## src/rtl/mul_div_unit_if.sv

```systemverilog
// Operand/result bundle between the register-file read ports, the stall
// control and the iterative multiply/divide unit.
interface mul_div_unit_if;
   logic        start;
   logic [1:0]  op;
   logic [31:0] a;
   logic [31:0] b;
   logic        hi_we;
   logic        lo_we;
   logic [31:0] wdata;
   logic        busy;
   logic        done;
   logic [31:0] hi;
   logic [31:0] lo;

   modport master (
      output start, op, a, b, hi_we, lo_we, wdata,
      input  busy, done, hi, lo
   );

   modport slave (
      input  start, op, a, b, hi_we, lo_we, wdata,
      output busy, done, hi, lo
   );
endinterface

```

## src/rtl/mul_div_unit.sv

```systemverilog
// Iterative 32-bit MULT/MULTU/DIV/DIVU into HI/LO: 32 shift-add or restoring
// divide iterations on magnitudes, then a sign-fix cycle; MTHI/MTLO while idle.
module mul_div_unit (
   input  logic         clk,
   input  logic         rst,
   mul_div_unit_if.slave bus
);

   typedef enum logic [1:0] {IDLE, CALC, FIX} state_t;

   state_t      state_q, state_d;
   logic [4:0]  cnt_q, cnt_d;
   logic        busy_q, busy_d;
   logic        done_q, done_d;
   logic [31:0] hi_q, hi_d;
   logic [31:0] lo_q, lo_d;
   logic        div_q, div_d;
   logic        sa_q, sa_d;
   logic        sb_q, sb_d;
   logic        dz_q, dz_d;
   logic [63:0] acc_q, acc_d;
   logic [31:0] opnd_q, opnd_d;

   function automatic logic [31:0] mag32(input logic signed [31:0] v, input logic is_signed);
      return (is_signed && v[31]) ? $unsigned(-v) : $unsigned(v);
   endfunction

   function automatic logic [31:0] neg32(input logic signed [31:0] v, input logic neg);
      return neg ? $unsigned(-v) : $unsigned(v);
   endfunction

   function automatic logic [63:0] neg64(input logic signed [63:0] v, input logic neg);
      return neg ? $unsigned(-v) : $unsigned(v);
   endfunction

   // Multiply step: conditionally add the multiplicand into the upper half.
   logic [32:0] mul_sum;
   logic [32:0] mul_add;
   assign mul_sum = {1'b0, acc_q[63:32]} + {1'b0, opnd_q};
   assign mul_add = acc_q[0] ? mul_sum : {1'b0, acc_q[63:32]};

   // Divide step: trial[32] is set exactly when the divisor does not fit.
   logic [32:0] div_part;
   logic [32:0] div_trial;
   logic        div_restore;
   logic [31:0] rem_next;
   assign div_part    = {acc_q[63:32], acc_q[31]};
   assign div_trial   = div_part - {1'b0, opnd_q};
   assign div_restore = div_trial[32];
   assign rem_next    = div_restore ? div_part[31:0] : div_trial[31:0];

   always_comb begin
      state_d = state_q;
      cnt_d   = cnt_q;
      busy_d  = busy_q;
      done_d  = 1'b0;
      hi_d    = hi_q;
      lo_d    = lo_q;
      div_d   = div_q;
      sa_d    = sa_q;
      sb_d    = sb_q;
      dz_d    = dz_q;
      acc_d   = acc_q;
      opnd_d  = opnd_q;
      case (state_q)
         IDLE: begin
            if (bus.hi_we) hi_d = bus.wdata;
            if (bus.lo_we) lo_d = bus.wdata;
            if (bus.start) begin
               div_d = bus.op[1];
               sa_d  = bus.op[0] & bus.a[31];
               sb_d  = bus.op[0] & bus.b[31];
               dz_d  = (bus.b == 32'd0);
               if (bus.op[1]) begin
                  acc_d  = {32'd0, mag32(bus.a, bus.op[0])};
                  opnd_d = mag32(bus.b, bus.op[0]);
               end else begin
                  acc_d  = {32'd0, mag32(bus.b, bus.op[0])};
                  opnd_d = mag32(bus.a, bus.op[0]);
               end
               cnt_d   = 5'd31;
               busy_d  = 1'b1;
               state_d = CALC;
            end
         end
         CALC: begin
            if (div_q) acc_d = {rem_next, acc_q[30:0], ~div_restore};
            else       acc_d = {mul_add, acc_q[31:1]};
            if (cnt_q == 5'd0) begin
               state_d = FIX;
            end else begin
               cnt_d = cnt_q - 5'd1;
            end
         end
         FIX: begin
            // Divide by zero keeps the all-ones quotient regardless of signs.
            if (div_q) begin
               lo_d = dz_q ? 32'hFFFF_FFFF : neg32(acc_q[31:0], sa_q ^ sb_q);
               hi_d = neg32(acc_q[63:32], sa_q);
            end else begin
               {hi_d, lo_d} = neg64(acc_q, sa_q ^ sb_q);
            end
            busy_d  = 1'b0;
            done_d  = 1'b1;
            state_d = IDLE;
         end
         default: state_d = IDLE;
      endcase
   end

   always_ff @(posedge clk or posedge rst) begin
      if (rst) begin
         state_q <= IDLE;
         cnt_q   <= 5'd0;
         busy_q  <= 1'b0;
         done_q  <= 1'b0;
         hi_q    <= 32'd0;
         lo_q    <= 32'd0;
      end else begin
         state_q <= state_d;
         cnt_q   <= cnt_d;
         busy_q  <= busy_d;
         done_q  <= done_d;
         hi_q    <= hi_d;
         lo_q    <= lo_d;
      end
   end

   always_ff @(posedge clk) begin
      div_q  <= div_d;
      sa_q   <= sa_d;
      sb_q   <= sb_d;
      dz_q   <= dz_d;
      acc_q  <= acc_d;
      opnd_q <= opnd_d;
   end

   assign bus.busy = busy_q;
   assign bus.done = done_q;
   assign bus.hi   = hi_q;
   assign bus.lo   = lo_q;

endmodule

```

## src/flat_wrapper.sv

```systemverilog
// flat-port wrapper written by rule: the top's interface ports become plain ports
module mul_div_unit_flat 
  (clk, rst, bus_start, bus_op, bus_a, bus_b, bus_hi_we, bus_lo_we, bus_wdata, bus_busy, bus_done, bus_hi, bus_lo);
  mul_div_unit_if bus_i ();
  input  logic clk;
  input  logic rst;
  input wire logic [$bits(bus_i.start)-1:0] bus_start;
  input wire logic [$bits(bus_i.op)-1:0] bus_op;
  input wire logic [$bits(bus_i.a)-1:0] bus_a;
  input wire logic [$bits(bus_i.b)-1:0] bus_b;
  input wire logic [$bits(bus_i.hi_we)-1:0] bus_hi_we;
  input wire logic [$bits(bus_i.lo_we)-1:0] bus_lo_we;
  input wire logic [$bits(bus_i.wdata)-1:0] bus_wdata;
  output wire logic [$bits(bus_i.busy)-1:0] bus_busy;
  output wire logic [$bits(bus_i.done)-1:0] bus_done;
  output wire logic [$bits(bus_i.hi)-1:0] bus_hi;
  output wire logic [$bits(bus_i.lo)-1:0] bus_lo;
  assign bus_i.start = bus_start;
  assign bus_i.op = bus_op;
  assign bus_i.a = bus_a;
  assign bus_i.b = bus_b;
  assign bus_i.hi_we = bus_hi_we;
  assign bus_i.lo_we = bus_lo_we;
  assign bus_i.wdata = bus_wdata;
  assign bus_busy = bus_i.busy;
  assign bus_done = bus_i.done;
  assign bus_hi = bus_i.hi;
  assign bus_lo = bus_i.lo;
  mul_div_unit u_core (.clk(clk), .rst(rst), .bus(bus_i));
endmodule
```

## config.mk

```make
export PLATFORM = sky130hd
export DESIGN_NAME = mul_div_unit_flat
export DESIGN_NICKNAME = d
export VERILOG_FILES = /design/src/rtl/mul_div_unit_if.sv /design/src/rtl/mul_div_unit.sv /design/src/flat_wrapper.sv
export SDC_FILE = /design/constraint.sdc
export NUM_CORES = 1
export LEC_CHECK = 0
export BUFFER_PORTS_ARGS = -buffer_cell sky130_fd_sc_hd__buf_2
export CORE_MARGIN = 2
export CORE_UTILIZATION = 55
export DETAILED_ROUTE_END_ITERATION = 7
export PLACE_DENSITY = 0.79
export SLEW_MARGIN = 20
export SYNTH_ARGS = -nofsm -noshare
export SYNTH_HDL_FRONTEND = slang
export SYNTH_SLANG_ARGS = --single-unit
export TNS_END_PERCENT = 30
```

## constraint.sdc

```tcl
create_clock -name clk -period 4.4 [get_ports clk]
set_input_delay 0.22 -clock clk [delete_from_list [all_inputs] [get_ports clk]]
set_output_delay 0.22 -clock clk [all_outputs]
set_load 0.02 [all_outputs]
```

==> impl_metrics.env, run 1 <==
export IMPL_status="completed"
export IMPL_syn_cell_area_sq_um=15400
export IMPL_cts_repair_resized=0
export IMPL_rsz0062_at_grt="no"
export IMPL_firstDrtPassIters=6
export IMPL_die_w_um=172
export IMPL_fin_nets=2162
export IMPL_cts_root_buf="clkbuf_16"
export IMPL_end_kind="register"
export IMPL_max_clock_path_buffers=2
export IMPL_htreeDepth=4
export IMPL_cts_sinks=173
export IMPL_crit_fanout=8
export IMPL_avgRoutedWirePerCell_um=23.8
export IMPL_gr_usage_all_layers=0.380
export IMPL_drt_iter0_drc=1964
export IMPL_syn_inst=1877
export IMPL_fin_cells=2378
export IMPL_drc=0
export IMPL_vias=15800
export IMPL_cp_common_cell="o21ai_0"
export IMPL_core_area_sq_um=27700
export IMPL_viasPerCell=6.63
export IMPL_io_pins=169
export IMPL_post_route_util=0.622
export IMPL_avgSynthCellArea_sq_um=8.23
export IMPL_clk_pin_slew_worst_paths_ns=0.08
export IMPL_cts_made_buffers=17
export IMPL_path_cells="ha_1 > o211ai_1 > nor3_1 > o21ai_0 > buf_4 > a41oi_1 > o21ai_0 > a21o_1 > a31oi_1 > o22ai_1"
export IMPL_worstSetupPathType="reg -> reg"
export IMPL_required_ns=4.58
export IMPL_power_switching_mw=6.68
export IMPL_cpPeakStageDelay_ns=0.79
export IMPL_power_leakage_nw=7.22
export IMPL_fp_dieH_um=172
export IMPL_syn_nets=2052
export IMPL_setup_viol=0
export IMPL_yosysUniqueCellTypes=83
export IMPL_area_delta_synth_final_pct=11.7
export IMPL_synth_main_ff_cell="edfxtp_1"
export IMPL_pwr_share_comb=0.598
export IMPL_relSlewSlack=0.303
export IMPL_drive_gt1_frac=0.133
export IMPL_rows=61
export IMPL_routed_wl_um=56500
export IMPL_skew_ns=0.0292
export IMPL_switching_share=0.513
export IMPL_diodes=0
export IMPL_ys_warn_count=0
export IMPL_timing_fmax_ghz=0.262
export IMPL_grt_max_degree=67
export IMPL_synth_enable_flop_cells=100
export IMPL_clkPwrFrac=0.127
export IMPL_grt_pass1_wl_um=84400
export IMPL_maxCapViolCount=0
export IMPL_min_path_type="in -> reg"
export IMPL_crit_arrival_ns=4.00
export IMPL_grt_overflow=0
export IMPL_numPortBuffers=168
export IMPL_antenna_found_initial=0
export IMPL_internal_power_mw=6.35
export IMPL_peakVddDrop_mv=0.548
export IMPL_worst_slew_pin_slew_ns=1.05
export IMPL_power_mw=13.0
export IMPL_start_kind="register"
export IMPL_pre_cts_ws_ns=0.966
export IMPL_ys_ff_latch=173
export IMPL_die_area_sq_um=29400
export IMPL_yosysSeqAreaShare=0.313
export IMPL_p_per_area_nw_per_um2=756
export IMPL_tns_ns=0
export IMPL_fin_ws_ns=0.576
export IMPL_gp_congestion=1.01
export IMPL_fin_crit_ns=3.82
export IMPL_dp_hpwl_um=43600
export IMPL_grt_pass1_vias=14700
export IMPL_clk_latency_ns=0.46
export IMPL_maxSlewViolCount=0
export IMPL_final_hold_viol_count=0
export IMPL_fillerInstances=2436
export IMPL_dp_cells=2345
export IMPL_finalCritPeriodShare=0.869
export IMPL_crit_slowest_cell="a41oi_1"
export IMPL_synthArstFlopShare=0.422
export IMPL_cts_tree="done"
export IMPL_seq_power_share=0.275
export IMPL_final_antenna_net_count=0
export IMPL_initial_utilization=0.557
worst paths after layout:
kind / startpoint / to / slack (ns) / cells past startpoint
worst min-delay path: bus_wdata[31] / u_core.bus.hi[31] / 0.04 / 3
min in group asynchronous: rst / u_core.bus.lo[24] / 0.55 / 3
max in group asynchronous: rst / u_core.bus.lo[4] / 2.87 / 4
worst max-delay path: u_core.acc_q[36] / u_core.acc_q[60] / 0.58 / 10
worst max register to register: u_core.acc_q[36] / u_core.acc_q[60] / 0.58 / 10
worst min register to register: u_core.bus.lo[4] / u_core.bus.lo[4] / 0.48 / 2
stage by stage:
| stage | cell area (sq um) | hold slack (ns) |
|---|---|---|
| 2_1_floorplan | 15400 | 0.319 |
| 3_3_place_gp | 16600 | 0.454 |
| 3_5_place_dp | 16600 | 0.466 |
| 4_1_cts | 17200 | 0.0257 |
| 5_1_grt | 17200 | 0.0411 |
| 6_report | 17200 | 0.0373 |
final cells by class:
class	count	area [sq um]	share of cell area
Tap cell	378	473	0.0274
Multi-Input combinational cell	1520	9920	0.575
Inverter	77	289	0.0168
Clock buffer	17	425	0.0247
Sequential cell	173	4830	0.280
Clock inverter	15	214	0.0124
Timing Repair Buffer	198	1090	0.0634
per-layer routing:
layer,global-route usage,up-vias,routed length (um),part of all wire
met5,0,-,0,0
met1,0.483,7380,21700,0.38
met3,0.0729,218,5200,0.092
met4,0.246,0,4070,0.072
li1,-,7190,-,-
met2,0.590,974,25600,0.45
power groups by stage:
stage	clock network (mW)	logic (mW)	registers (mW)
2_1_floorplan	0	5.14	3.54
3_3_place_gp	0	7.51	3.52
3_5_place_dp	0	7.58	3.55
4_1_cts	1.66	7.63	3.52
5_1_grt	1.73	8.43	3.63
6_report	1.66	7.80	3.58
Yosys cell counts, types with 8 or more instances:
master	n	area, sq um
a211oi_1	22	165
a21o_1	30	225
a21oi_1	170	851
a221oi_1	14	123
a22oi_1	8	60.1
a311oi_1	12	105
a31oi_1	28	175
and2_1	12	75.1
and3_1	16	100
buf_1	12	45.0
buf_2	9	45.0
clkbuf_1	83	312
dfrtp_1	73	1830
edfxtp_1	100	3000
ha_1	70	876
inv_1	74	278
mux2_2	9	101
mux2i_1	76	761
nand2_1	190	713
nand2b_1	11	68.8
nand3_1	37	185
nand4_1	21	131
nor2_1	142	533
nor2b_1	18	113
nor3_1	49	245
nor4_1	19	119
o211ai_1	14	105
o21a_1	14	105
o21ai_0	151	756
o21bai_1	13	97.6
o22ai_1	41	257
o31ai_1	26	195
o41ai_1	8	70.1
or3_1	30	188
or4_1	16	120
xnor2_1	95	832
xor2_1	66	578
critical path, delay by kind of cell (launching register included):
family,cells,cell delay [ns]
adder cells (fa/ha/maj),1,0.45
AND/OR/NAND/NOR,1,0.37
flip-flops,1,0.59
buffers and inverters,1,0.19
AO/OA/AOI/OAI,7,1.95
layout by cell type, fill, tap and decap left out, types with 9 or more instances in the layout:
master / Yosys / layout
or4_1: 16 / 16
o21ai_0: 151 / 151
nor4_1: 19 / 19
and3_1: 16 / 16
nor3_1: 49 / 49
nor2_1: 142 / 141
xnor2_1: 95 / 95
a31oi_1: 28 / 28
o21bai_1: 13 / 12
a21oi_1: 170 / 170
mux2_2: 9 / 9
nand2_1: 190 / 190
o31ai_1: 26 / 26
clkbuf_16: 0 / 17
nor2b_1: 18 / 17
and2_1: 12 / 12
a21o_1: 30 / 30
inv_1: 74 / 72
xor2_1: 66 / 66
ha_1: 70 / 70
mux2i_1: 76 / 76
a221oi_1: 14 / 14
nand2b_1: 11 / 10
a311oi_1: 12 / 12
o22ai_1: 41 / 41
o21a_1: 14 / 14
nand3_1: 37 / 37
nand4_1: 21 / 21
dfrtp_1: 73 / 73
buf_4: 0 / 27
a211oi_1: 22 / 22
o211ai_1: 14 / 14
buf_2: 9 / 168
or3_1: 30 / 30
edfxtp_1: 100 / 100
kinds of logic (layout without fill, tap and decap cells):
kind of cell,count (synthesis),after routing,synth area share
compound gates,608,608,0.247
xor+xnor,161,161,0.0913
fa+ha+maj,72,72,0.0593
buf+inv,184,307,0.0469
flops,173,173,0.313
mux,85,85,0.0558
simple gates,594,594,0.187
sequential cells by signal (all words and copies together) (netlist names):
| signal | flops |
|---|---|
| u_core.state_q | 2 |
| u_core.bus.lo | 32 |
| u_core.sa_q | 1 |
| u_core.div_q | 1 |
| u_core.bus.done | 1 |
| u_core.sb_q | 1 |
| u_core.bus.hi | 32 |
| u_core.cnt_q | 5 |
| u_core.opnd_q | 32 |
| u_core.acc_q | 64 |
| u_core.dz_q | 1 |
| u_core.bus.busy | 1 |
timing repair:
item / in CTS / in global routing
setup buffers: 0 / 0
hold endpoints to repair: 9 / 0
hold buffers: 1 / 0
(Power assumes the default switching activity.)
==> run 2, diff against run 1 <==
--- a/config.mk
+++ b/config.mk
@@ -7,2 +7,3 @@
 export LEC_CHECK = 0
+export ABC_CLOCK_PERIOD_IN_PS = 4400
 export BUFFER_PORTS_ARGS = -buffer_cell sky130_fd_sc_hd__buf_2
==> constraint.sdc (replaced) <==
create_clock -name clk -period 4.4 [get_ports clk]
set_input_delay 0.44 -clock clk [delete_from_list [all_inputs] [get_ports clk]]
set_output_delay 0.44 -clock clk [all_outputs]
set_load 0.02 [all_outputs]
==> run 2 against run 1 <==
- clock-buffer cell count is the same
- first-iteration DRC count down 11%
- combinational power increased by 2%
- utilization increased by 0.054 points
- sequential share of layout area is essentially flat
- register-to-register slack got worse by 0.16 ns
- global-route usage hardly changed
- clock power about the same
- wire length shrank 0.30%
- worst hold slack improved by 0.00084 ns
- critical path depth rose by 2
- via count fell by 0.13%
- critical path type unchanged
- largest cell class unchanged
==> impl_metrics.env, run 2 (synthesis results as in run 1) <==
export IMPL_vias=15700
export IMPL_cts_root_buf="clkbuf_16"
export IMPL_start_kind="register"
export IMPL_viasPerCell=6.61
export IMPL_crit_fanout=16
export IMPL_cts_hold_buf=0
export IMPL_power_mw=13.0
export IMPL_htreeDepth=4
export IMPL_maxSlewViolCount=0
export IMPL_routed_wl_um=56400
export IMPL_final_hold_viol_count=0
export IMPL_final_common_cell="nand2_1"
export IMPL_die_w_um=172
export IMPL_diodes=0
export IMPL_worstSetupPathType="reg -> reg"
export IMPL_p_per_area_nw_per_um2=754
export IMPL_largest_reg_flops=64
export IMPL_grt_pass1_wl_um=84700
export IMPL_dp_hpwl_um=43600
export IMPL_cts_repair_resized=0
export IMPL_initial_utilization=0.557
export IMPL_power_leakage_nw=7.24
export IMPL_cts_tree="done"
export IMPL_fin_crit_ns=3.98
export IMPL_cts_made_buffers=17
export IMPL_core_area_sq_um=27700
export IMPL_cts_sinks=173
export IMPL_max_clock_path_buffers=2
export IMPL_pre_cts_ws_ns=0.513
export IMPL_skew_ns=0.0226
export IMPL_peakVddDrop_mv=0.623
export IMPL_timing_fmax_ghz=0.251
export IMPL_grt_max_degree=67
export IMPL_relSlewSlack=0.290
export IMPL_firstDrtPassIters=6
export IMPL_rsz0062_at_grt="no"
export IMPL_tns_ns=0
export IMPL_layout_common_cells="190 x nand2_1, 170 x a21oi_1, 168 x buf_2, 151 x o21ai_0, 141 x nor2_1"
export IMPL_drive_gt1_frac=0.135
export IMPL_post_cts_setup_buffer_count=0
export IMPL_maxCapViolCount=0
export IMPL_fin_nets=2166
export IMPL_gr_usage_all_layers=0.380
export IMPL_worst_slew_pin_slew_ns=1.06
export IMPL_drt_iter0_drc=1743
export IMPL_numPortBuffers=168
export IMPL_regMostFlops="u_core.acc_q"
export IMPL_io_pins=169
export IMPL_grt_pass1_vias=14600
export IMPL_hold_ws_ns=0.0381
export IMPL_fin_cells=2382
export IMPL_final_antenna_net_count=0
export IMPL_fin_ws_ns=0.419
export IMPL_rr_worst_depth=12
export IMPL_grt_overflow=0
export IMPL_required_ns=4.57
export IMPL_end_kind="register"
export IMPL_rows=61
export IMPL_status="completed"
export IMPL_crit_arrival_ns=4.15
export IMPL_drc=0
export IMPL_finalCritPeriodShare=0.905
export IMPL_clk_pin_slew_worst_paths_ns=0.09
export IMPL_setup_viol=0
export IMPL_dp_cells=2349
export IMPL_area_delta_synth_final_pct=11.7
export IMPL_gp_congestion=1.01
export IMPL_min_path_type="in -> async"
export IMPL_antenna_found_initial=2
export IMPL_die_area_sq_um=29400
export IMPL_avgRoutedWirePerCell_um=23.7
export IMPL_fp_dieH_um=172
export IMPL_clk_latency_ns=0.45
run 2: cell count changes in the layout (fill, tap and decap cells not counted), sizes merged:
cell	delta
dlygate4sd3	-1
clkinv	+4
buf	+5
inv	-4
run 2: path summary, 6_finish.rpt:
kind,from,end,slack [ns]
setup / recovery,u_core.acc_q[31],u_core.acc_q[37],0.42
hold / removal,rst,u_core.bus.lo[23],0.04
setup reg to reg,u_core.acc_q[31],u_core.acc_q[37],0.42
hold reg to reg,u_core.bus.lo[20],u_core.bus.lo[20],0.48
max in group asynchronous,rst,u_core.bus.hi[3],3.32
min in group clk,bus_wdata[22],u_core.bus.hi[22],0.26
run 2: worst max-delay path, cell delays in order (launching register included):
cell	delay [ns]
edfxtp_1	0.41
inv_1	0.16
ha_1	0.22
fa_1	0.25
nor2b_1	0.08
o31ai_1	0.46
a21o_1	0.27
o2111ai_2	0.18
nand3_1	0.25
and2_1	0.79
buf_4	0.32
mux2i_1	0.21
a221oi_1	0.10
run 2: where the power goes:
part | internal (mW) | switching, mW | leakage [nW]
Clock | 0.790 | 0.846 | 0.304
Combinational | 2.96 | 4.96 | 5.06
Sequential | 2.61 | 0.848 | 1.87
run 2: metrics by stage:
| step | utilization | instance area [sq um] |
|---|---|---|
| final | 0.623 | 17300 |
| after global routing | 0.623 | 17300 |
| after CTS | 0.622 | 17200 |
| after detailed placement | 0.599 | 16600 |
| after global placement | 0.599 | 16600 |
| after floorplan | - | 15400 |
run 2: area by class of cell:
class	instances	area [sq um]
inverter	77	289
fill	2456	10500
sequential	173	4830
clock buffer	17	425
tap	378	473
timing repair buffer	202	1110
clock inverter	15	214
multi-input combinational	1520	9920
run 2: metal layers:
metal | wire length (um) | vias up | track usage
li1 | - | 7187 | -
met4 | 3760 | 0 | 0.225
met1 | 22000 | 7437 | 0.495
met3 | 4800 | 175 | 0.0555
met5 | 0 | - | 0
met2 | 25800 | 943 | 0.601
==> run 3, diff against run 2 <==
- ABC_CLOCK_PERIOD_IN_PS: 4400 -> 3920
- CTS_BUF_LIST: not set -> sky130_fd_sc_hd__clkbuf_8
- clock period: 4.4 -> 3.92 ns (I/O delays scaled with it)
==> run 3 against run 2 <==
- sequential power is 9.2% higher
- critical path type unchanged
- clock-buffer cell count stayed put
- combinational power increased by 14%
- fmax increased by 11%
- flip-flop and latch count stayed put
- wire length decreased by 2.5%
- sequential share of layout area rose by 0.15 points
- critical path depth did not move
- clock power fell by 12%
- clock skew grew 0.021 ns
- via count is 0.55% higher
==> impl_metrics.env, run 3 (synthesis results as in run 1) <==
export IMPL_status="completed"
export IMPL_cts_sinks=173
export IMPL_worstSetupPathType="reg -> reg"
export IMPL_drive_gt1_frac=0.141
export IMPL_relSlewSlack=0.283
export IMPL_numPortBuffers=168
export IMPL_grt_use_met2=0.562
export IMPL_ff_latch_area_sq_um=4830
export IMPL_grtUsageMet3=0.0727
export IMPL_grt_max_degree=95
export IMPL_die_w_um=172
export IMPL_die_area_sq_um=29400
export IMPL_drt_iter0_drc=1913
export IMPL_fillerInstances=2429
export IMPL_setup_viol=0
export IMPL_clkPwrFrac=0.101
export IMPL_clk_pin_slew_worst_paths_ns=0.15
export IMPL_path_cells="inv_1 > ha_1 > fa_1 > nor2b_1 > o31ai_1 > a21o_1 > o2111ai_2 > nand3_1 > and2_1 > buf_4 > mux2i_1 > a221oi_1"
export IMPL_gr_usage_all_layers=0.368
export IMPL_firstDrtPassIters=6
export IMPL_switching_share=0.516
export IMPL_drc=0
export IMPL_finalCritPeriodShare=0.914
export IMPL_maxCapViolCount=0
export IMPL_rsz0062_at_grt="no"
export IMPL_multi_input_area_sq_um=9920
export IMPL_grt_pass1_vias=14600
export IMPL_routed_wl_um=55000
export IMPL_maxSlewViolCount=0
export IMPL_area_delta_synth_final_pct=11.1
export IMPL_grtUsageMet1=0.478
export IMPL_regMostFlops="u_core.acc_q"
export IMPL_avgRoutedWirePerCell_um=22.9
export IMPL_final_common_cell="nand2_1"
export IMPL_grt_pass1_wl_um=82800
export IMPL_p_per_area_nw_per_um2=828
export IMPL_busiest_layer="met2"
export IMPL_clk_latency_ns=0.52
export IMPL_fin_cells=2396
export IMPL_crit_arrival_ns=3.79
export IMPL_required_ns=4.12
export IMPL_seq_power_share=0.266
export IMPL_core_area_sq_um=27700
export IMPL_fin_crit_ns=3.58
export IMPL_cts_made_buffers=17
export IMPL_dp_hpwl_um=42100
export IMPL_cts_root_buf="clkbuf_8"
export IMPL_grt_overflow=0
export IMPL_cts_tree="done"
export IMPL_htreeDepth=4
export IMPL_crit_slowest_cell="o31ai_1"
export IMPL_internal_power_mw=6.88
export IMPL_start_kind="register"
export IMPL_dp_cells=2364
export IMPL_cts_hold_buf=0
export IMPL_io_pins=169
export IMPL_cpPeakStageDelay_ns=0.48
export IMPL_vias=15800
export IMPL_final_antenna_net_count=0
export IMPL_worst_slew_pin_slew_ns=1.07
export IMPL_fp_dieH_um=172
export IMPL_power_switching_mw=7.33
export IMPL_end_kind="register"
export IMPL_skew_ns=0.0434
export IMPL_initial_utilization=0.557
export IMPL_pre_cts_ws_ns=0.425
export IMPL_post_route_util=0.619
export IMPL_crit_fanout=16
export IMPL_gp_congestion=0.990
export IMPL_diodes=0
export IMPL_fin_nets=2180
export IMPL_antenna_found_initial=0
export IMPL_peakVddDrop_mv=0.566
export IMPL_layout_common_cells="190 x nand2_1, 170 x a21oi_1, 168 x buf_2, 151 x o21ai_0, 141 x nor2_1"
export IMPL_viasPerCell=6.61
export IMPL_timing_fmax_ghz=0.279
export IMPL_max_clock_path_buffers=2
export IMPL_largest_reg_flops=64
export IMPL_min_path_type="in -> async"
export IMPL_rows=61
export IMPL_power_leakage_nw=7.22
export IMPL_final_hold_viol_count=0
export IMPL_tns_ns=0
export IMPL_pwr_share_comb=0.633
export IMPL_fin_ws_ns=0.337
export IMPL_post_cts_setup_buffer_count=0
export IMPL_cts_repair_resized=0
[run 3: cell types whose count changed in the layout (fill, tap and decap cells not counted), sizes merged]
cell,previous run,this run
buf,202,216
bufinv,0,1
clkinv,14,9
inv,78,82
[run 3: worst paths after layout]
kind / start / to / slack (ns) / depth (start not counted)
min reg2reg: u_core.bus.lo[6] / u_core.bus.lo[6] / 0.49 / 2
min in group clk: bus_wdata[22] / u_core.bus.hi[22] / 0.11 / 3
min: rst / u_core.bus.lo[19] / 0.01 / 2
max: u_core.acc_q[31] / u_core.acc_q[37] / 0.34 / 12
max in group asynchronous: rst / u_core.bus.lo[17] / 3.06 / 3
max reg2reg: u_core.acc_q[31] / u_core.acc_q[37] / 0.34 / 12
[run 3: critical path, delay by kind of cell (launching register included)]
kind / cells / cell delay (ns)
AOI/OAI and AO/OA: 4 / 1.01
and+or+nand+nor: 3 / 0.70
muxes: 1 / 0.24
adders and majority gates: 2 / 0.45
DFF: 1 / 0.41
buffers and inverters: 2 / 0.48
[run 3: layout make-up]
cell class	count	area share
tap	378	0.0276
sequential	173	0.281
clock inverter	15	0.0120
clock buffer	17	0.0136
multi-input combinational	1520	0.578
inverter	77	0.0169
timing repair buffer	216	0.0707
[run 3: metal layers]
layer	vias up	share of wire
li1	7215	-
met1	7439	0.39
met2	978	0.44
met3	197	0.10
met4	0	0.069
met5	-	0
[run 3: through the flow]
stage	total power, mW	area (sq um)	hold slack [ns]
after global placement	12.4	16700	0.458
after CTS	14.0	17200	0.107
final	14.2	17200	0.0123
after floorplan	9.75	15400	0.462
after detailed placement	12.5	16700	0.462
after global routing	15.0	17200	0.0830
[run 3: power by group through the flow]
| stage | Sequential, mW | Combinational (mW) | Clock, mW |
|---|---|---|---|
| 2_1_floorplan | 3.97 | 5.77 | 0 |
| 5_1_grt | 3.85 | 9.69 | 1.50 |
| 3_3_place_gp | 3.75 | 8.61 | 0 |
| 6_report | 3.78 | 8.99 | 1.44 |
| 4_1_cts | 3.74 | 8.78 | 1.44 |
| 3_5_place_dp | 3.78 | 8.72 | 0 |
